[src/rtl/dwc_aw_split_ctrl.sv]
// ---------------------------------------------------------------------------
// dwc_aw_split_ctrl
//
// Write-address splitter for the data-width-converter write path. One master
// AW burst is accepted and reissued as one or more slave AW sub-bursts. Each
// sub-burst is at most SLAVE_MAX_BEATS beats long. Every issued sub-burst
// pushes one bit into the write-response FIFO: 1 marks the final sub-burst
// of the master burst, 0 marks an intermediate one.
//
// Optional feature macro: DWC_AW_SPLIT_STATS_EN
//   defined   -> adds SPLIT_COUNT[15:0]. It is a saturating count of master
//                bursts that were split into two or more sub-bursts.
//   undefined -> SPLIT_COUNT port and counter are absent.
//
// Ports:
//   ACLK, sysReset           clock, synchronous active-high reset
//   MASTER_AW*               master AW channel (MASTER_AWREADY high in IDLE)
//   SLAVE_AW*                slave AW channel; payload registered
//   bresp_fifo_full          response FIFO full; blocks SLAVE_AWVALID
//   brespFifowe              FIFO push, same cycle as the slave handshake
//   brespFifoWrData          1 = final sub-burst of the master burst
//   dbg_state                current FSM state (0 = IDLE, 1 = ISSUE)
//   SPLIT_COUNT              (optional) count of split master bursts
//
// Handshake rule: a transfer happens on a rising ACLK edge where valid and
// ready are both high. Valid never depends on ready. Valid stays high, with
// a stable payload, until the transfer. The only exception is sysReset,
// which abandons a sub-burst in flight.
// ---------------------------------------------------------------------------
module dwc_aw_split_ctrl #(
  parameter int ID_WIDTH        = 1,
  parameter int USER_WIDTH      = 1,
  parameter int ADDR_WIDTH      = 32,
  parameter int SLAVE_MAX_BEATS = 16
) (
  input  logic                  ACLK,
  input  logic                  sysReset,
  input  logic [ID_WIDTH-1:0]   MASTER_AWID,
  input  logic [ADDR_WIDTH-1:0] MASTER_AWADDR,
  input  logic [7:0]            MASTER_AWLEN,
  input  logic [2:0]            MASTER_AWSIZE,
  input  logic [1:0]            MASTER_AWBURST,
  input  logic [3:0]            MASTER_AWCACHE,
  input  logic [2:0]            MASTER_AWPROT,
  input  logic [USER_WIDTH-1:0] MASTER_AWUSER,
  input  logic                  MASTER_AWVALID,
  output logic                  MASTER_AWREADY,
  output logic [ID_WIDTH-1:0]   SLAVE_AWID,
  output logic [ADDR_WIDTH-1:0] SLAVE_AWADDR,
  output logic [7:0]            SLAVE_AWLEN,
  output logic [2:0]            SLAVE_AWSIZE,
  output logic [1:0]            SLAVE_AWBURST,
  output logic [3:0]            SLAVE_AWCACHE,
  output logic [2:0]            SLAVE_AWPROT,
  output logic [USER_WIDTH-1:0] SLAVE_AWUSER,
  output logic                  SLAVE_AWVALID,
  input  logic                  SLAVE_AWREADY,
  input  logic                  bresp_fifo_full,
  output logic                  brespFifowe,
  output logic                  brespFifoWrData,
  output logic [0:0]            dbg_state
`ifdef DWC_AW_SPLIT_STATS_EN
  ,
  output logic [15:0]           SPLIT_COUNT
`endif
);

  localparam logic [0:0] IDLE  = 1'b0;
  localparam logic [0:0] ISSUE = 1'b1;

  localparam logic [1:0] BURST_INCR = 2'b01;
  localparam logic [8:0] MAX_BEATS  = 9'(SLAVE_MAX_BEATS);

  logic [0:0] state_q;
  logic [8:0] rem_q;       // beats of the master burst not yet issued

  logic                  is_incr;
  logic                  hs;
  logic [8:0]            beats;
  logic [8:0]            rem_next;
  logic [7:0]            len_next;
  logic [8:0]            cap_rem;
  logic [7:0]            cap_len;
  logic [ADDR_WIDTH-1:0] addr_step;

  assign dbg_state      = state_q;
  assign MASTER_AWREADY = (state_q == IDLE);

  // sysReset gates valid so that a sub-burst in flight in the reset cycle
  // gets neither a slave handshake nor a FIFO push.
  assign SLAVE_AWVALID   = (state_q == ISSUE) && !bresp_fifo_full && !sysReset;
  assign hs              = SLAVE_AWVALID && SLAVE_AWREADY;
  assign brespFifowe     = hs;

  assign is_incr         = (SLAVE_AWBURST == BURST_INCR);
  assign brespFifoWrData = (rem_q <= MAX_BEATS) || !is_incr;

  // The current sub-burst length is held in SLAVE_AWLEN, so its beat count
  // follows from that register directly.
  assign beats     = {1'b0, SLAVE_AWLEN} + 9'd1;
  assign rem_next  = rem_q - beats;
  assign len_next  = (rem_next > MAX_BEATS) ? 8'(MAX_BEATS - 9'd1)
                                            : 8'(rem_next - 9'd1);
  assign addr_step = ADDR_WIDTH'(beats) << SLAVE_AWSIZE;

  // FIXED and WRAP bursts pass through with their original length.
  assign cap_rem = {1'b0, MASTER_AWLEN} + 9'd1;
  assign cap_len = ((MASTER_AWBURST == BURST_INCR) && (cap_rem > MAX_BEATS))
                   ? 8'(MAX_BEATS - 9'd1) : MASTER_AWLEN;

  always_ff @(posedge ACLK) begin
    if (sysReset) begin
      state_q       <= IDLE;
      rem_q         <= '0;
      SLAVE_AWID    <= '0;
      SLAVE_AWADDR  <= '0;
      SLAVE_AWLEN   <= '0;
      SLAVE_AWSIZE  <= '0;
      SLAVE_AWBURST <= '0;
      SLAVE_AWCACHE <= '0;
      SLAVE_AWPROT  <= '0;
      SLAVE_AWUSER  <= '0;
    end else begin
      case (state_q)
        IDLE: begin
          if (MASTER_AWVALID) begin
            state_q       <= ISSUE;
            rem_q         <= cap_rem;
            SLAVE_AWID    <= MASTER_AWID;
            SLAVE_AWADDR  <= MASTER_AWADDR;
            SLAVE_AWLEN   <= cap_len;
            SLAVE_AWSIZE  <= MASTER_AWSIZE;
            SLAVE_AWBURST <= MASTER_AWBURST;
            SLAVE_AWCACHE <= MASTER_AWCACHE;
            SLAVE_AWPROT  <= MASTER_AWPROT;
            SLAVE_AWUSER  <= MASTER_AWUSER;
          end
        end
        ISSUE: begin
          if (hs) begin
            rem_q        <= rem_next;
            SLAVE_AWADDR <= SLAVE_AWADDR + addr_step;
            if (brespFifoWrData) begin
              state_q <= IDLE;
            end else begin
              SLAVE_AWLEN <= len_next;
            end
          end
        end
        default: state_q <= IDLE;
      endcase
    end
  end

`ifdef DWC_AW_SPLIT_STATS_EN
  // split_q records that the current master burst has already pushed an
  // intermediate sub-burst. The final push then counts it as split.
  logic split_q;

  always_ff @(posedge ACLK) begin
    if (sysReset) begin
      split_q     <= 1'b0;
      SPLIT_COUNT <= '0;
    end else if (hs) begin
      if (brespFifoWrData) begin
        split_q <= 1'b0;
        if (split_q && (SPLIT_COUNT != 16'hFFFF)) begin
          SPLIT_COUNT <= SPLIT_COUNT + 16'd1;
        end
      end else begin
        split_q <= 1'b1;
      end
    end
  end
`endif

endmodule
[config.mk]
export PLATFORM = sky130hd
export DESIGN_NAME = dwc_aw_split_ctrl
export DESIGN_NICKNAME = d
export VERILOG_FILES = /design/src/rtl/dwc_aw_split_ctrl.sv
export SDC_FILE = /design/constraint.sdc
export NUM_CORES = 1
export LEC_CHECK = 0
export ABC_AREA = 1
export BUFFER_PORTS_ARGS = -buffer_cell sky130_fd_sc_hd__buf_2
export CAP_MARGIN = 5
export CELL_PAD_IN_SITES_DETAIL_PLACEMENT = 0
export CELL_PAD_IN_SITES_GLOBAL_PLACEMENT = 1
export CORE_ASPECT_RATIO = 1.25
export CORE_MARGIN = 2
export CORE_UTILIZATION = 34
export DETAILED_ROUTE_END_ITERATION = 12
export MAX_ROUTING_LAYER = met4
export PLACE_DENSITY = 0.75
export SLEW_MARGIN = 25
export SYNTH_ARGS = -nofsm -noshare
export SYNTH_HDL_FRONTEND = slang
export SYNTH_SLANG_ARGS = --single-unit
[constraint.sdc]
create_clock -name ACLK -period 2.8 [get_ports ACLK]
set_input_delay 0.14 -clock ACLK [delete_from_list [all_inputs] [get_ports ACLK]]
set_output_delay 0.14 -clock ACLK [all_outputs]
set_load 0.01 [all_outputs]
==> results by group <==
Detailed routing
  – WL final: around 21 mm
  – Residual DRC count: 0
  – Routed WL per cell: ~14 um
  – Via/cell ratio: 4.79
  – Via count: about 7000
  – Routed Antenna Nets: 0
  – Pre-antenna DRT Iters: 4
  – 1st-iter DRT viols: between 200 and 300

Die
  – Area of the core: 17300 sq um
  – I/O pin count: about 120
  – Number of core rows: 54
  – Die Y: about 150 um
  – Initial Utilization: around a third
  – DIE AREA: approximately 19000 sq um
  – Die W: between 100 and 150 um

Global routing
  – Gr ovfl total: 0
  – First-pass GRT wire length: 32.9 mm
  – All-Layer GR Usage: about a quarter
  – Pin count of the biggest net entering global routing: 56
  – GR Util met1: about a quarter
  – Initial antenna violation count: 0
  – M2 GR Usage: 42.2%
  – GRT Max-Usage Layer: met2
  – Vias in the first global route: 6663
  – Met3 GRT Util: between 3 and 4%

STA
  – Hold Slack: 38.8 ps
  – Clk_skew: between 8 and 9 ps
  – Fin crit share: 105%
  – Final Hold Fails: 0
  – Tmin final: about 2900 ps
  – Slew margin rel.: a little over half
  – Final Max Slew Viols: 0
  – Max Freq: ~340 MHz
  – RSZ-0062 raised after global routing: yes
  – Setup violations, final: 23
  – Final setup margin: -126 ps
  – Worst-Margin Slew: 699 ps

Clock network
  – CTS tree: built
  – Longest Clk Path Bufs: 2
  – CTS Buf Count: 9
  – H-Tree Depth: 3
  – Hold Buf Count CTS: 0
  – Clk Latency, worst-skew pair: between 300 and 400 ps
  – Clock transition at path regs: about 60 ps
  – Clk sink count: between 60 and 70
  – Root Buffer: clkbuf_16

Final layout
  – Area Growth Syn to Fin: 38.8%
  – Inserted Diodes: 0
  – Layout cells sized above 1: around a third
  – Nets@finish: 1307
  – Number of fill cells: 1909

Run status
  – Status: finished with violations
  – Violated checks: negative setup slack

Power and ir drop
  – PD cells: 476 nW/um^2
  – Leakage: around 4.3 nW
  – Final Total Pwr: about 4 mW
  – Peak supply drop: approximately 0.31 mV

Yosys
  – Synth Warn #: 0
  – Post-Synthesis Mean Instance Area: around 5.7 sq um
  – Main area contributors after synthesis: dfxtp_1 22%, nand2_1 20%, inv_1 9.7%
  – Seq/Total Area, Yosys: between 20% and 30%
  – Post-synth top area share: ~22%
  – Dominant cell type by area after synthesis: dfxtp_1
  – Netlist cell types: 40
  – Synthesized flop and latch total: 64
  – Net Count, Synth: between 1000 and 1500
  – Cell count after synthesis: about 1000
  – Synth Cell Area: between 5000 and 6000 sq um

Place
  – Buffers on Ports: 117
  – GP Congestion: 0.924
  – Post-DP HPWL: about 16 mm
  – Pre-CTS setup slack: -394 ps

Worst setup path
  – CP max FO: 4
  – CP Class: register to register
  – Arrival time at the worst endpoint: about 3200 ps
  – WP data required: 3080 ps
  – Setup crit start kind: register
  – CP endpoint kind: register

Run
  – Reported max-cap violation count: 0

Min path
  – Worst min path class: input pin to register
-- cell usage in the layout, fill, tap and decap left out, types with 14 or more instances in the layout --
master / n
nor2_1: 87
o21ai_0: 44
buf_4: 80
ha_1: 15
a21oi_1: 47
inv_2: 19
nand4_1: 15
a21oi_2: 14
nand2_1: 264
inv_1: 143
nand3_1: 89
nand3_2: 15
buf_2: 117
nand2_2: 54
dfxtp_1: 60
-- worst max-delay path, stage by stage (launching register included) --
cell	delay (ps)
dfxtp_4	380
ha_4	150
nand2_4	60
nor2_4	130
nand2_2	80
o21bai_1	150
nand2_2	100
inv_4	70
nand2_4	50
nand3_2	90
o211ai_1	100
o21ai_1	150
ha_1	310
nand2_2	100
inv_2	50
a21oi_2	140
nand2_2	120
nand2_2	110
nand2_4	80
buf_4	140
xor2_1	120
nand2_1	80
a21oi_2	130
-- Yosys cell counts --
library cell / number
a221oi_1: 1
inv_1: 153
o21ai_0: 56
clkinv_1: 2
buf_2: 6
o21ai_1: 13
o211ai_1: 5
buf_1: 1
buf_4: 5
nand4_1: 15
nor3_1: 4
nand3_1: 102
dfxtp_1: 64
o21ai_4: 1
clkbuf_1: 19
and3_1: 1
fa_1: 2
nand3b_1: 7
xnor2_1: 3
or2_1: 1
nor2_4: 3
buf_6: 3
nand2_1: 319
nand2_4: 5
a31oi_1: 7
o21bai_1: 3
nor3b_1: 1
a21oi_2: 1
nand3_2: 2
xor2_1: 13
a211oi_1: 4
nor2_8: 1
or2_2: 1
a21oi_1: 62
nor3_2: 2
inv_2: 9
ha_1: 28
nor2_1: 101
nor2_2: 4
nand2_2: 7
-- per-stage QoR --
stage / instances / TNS [ps] / instance area [sq um] / util, %
finish: 1447 / -1500 / 8220 / 47.5
global route: 1447 / -8860 / 8220 / 47.5
CTS: 1443 / -1810 / 7870 / 45.5
detailed placement: 1416 / -6010 / 7160 / 41.4
global placement: 1416 / -4210 / 7160 / 41.4
floorplan: 1037 / 0 / 5930 / -
-- cell families (layout without fill, tap and decap cells) --
kind of cell / after synthesis / in the layout / synth area share, %
and+or+nand+nor: 576 / 576 / 42.2
xor gates and xnor gates: 16 / 16 / 2.36
AOI/OAI and AO/OA: 153 / 153 / 13.9
DFF: 64 / 64 / 21.6
buffers and inverters: 198 / 384 / 13.4
adders and majority gates: 30 / 30 / 6.59
-- layout make-up --
type | count | area [sq um] | share of cell area (%)
multi-input cells | 775 | 4470 | 54.4
clock buffers | 9 | 225 | 2.74
repair buffers | 204 | 1260 | 15.4
well taps | 224 | 280 | 3.41
clock inverters | 7 | 72.6 | 0.882
flip-flops and latches | 64 | 1290 | 15.7
inverters | 164 | 618 | 7.52
-- timing repair --
action	CTS	global route
setup endpoints to repair	27	36
resized for setup	108	73
pin swaps	53	41
setup buffers	11	4
-- power breakdown --
part | total, mW | switching, mW | internal (mW)
clock | 1.17 | 0.477 | 0.689
sequential | 1.10 | 0.103 | 1.00
combinational | 1.64 | 0.971 | 0.672
total | 3.91 | 1.55 | 2.36
-- flip-flops by register name (all words and copies together) (netlist names) --
signal / count
SLAVE_AWUSER: 1
SLAVE_AWBURST: 2
SLAVE_AWID: 1
rem_q: 9
dbg_state: 1
SLAVE_AWCACHE: 4
SLAVE_AWPROT: 3
SLAVE_AWADDR: 32
SLAVE_AWSIZE: 3
SLAVE_AWLEN: 8
-- worst paths after layout --
kind	startpoint	depth (start not counted)	slack, ps	end
setup / recovery	SLAVE_AWLEN[0]$_SDFFE_PP0P_	22	-130	SLAVE_AWADDR[11]$_SDFFE_PP0P_
hold reg to reg	SLAVE_AWCACHE[3]$_SDFFE_PP0P_	2	480	SLAVE_AWCACHE[3]$_SDFFE_PP0P_
setup reg to reg	SLAVE_AWLEN[0]$_SDFFE_PP0P_	22	-130	SLAVE_AWADDR[11]$_SDFFE_PP0P_
hold / removal	MASTER_AWPROT[0]	3	40	SLAVE_AWPROT[0]$_SDFFE_PP0P_
-- layer usage --
layer,wire length (um),vias up
met5,0,-
met4,539,0
met3,564,38
met2,10800,113
met1,8740,3116
li1,-,3661
Power figures use the tool's default switching activity.
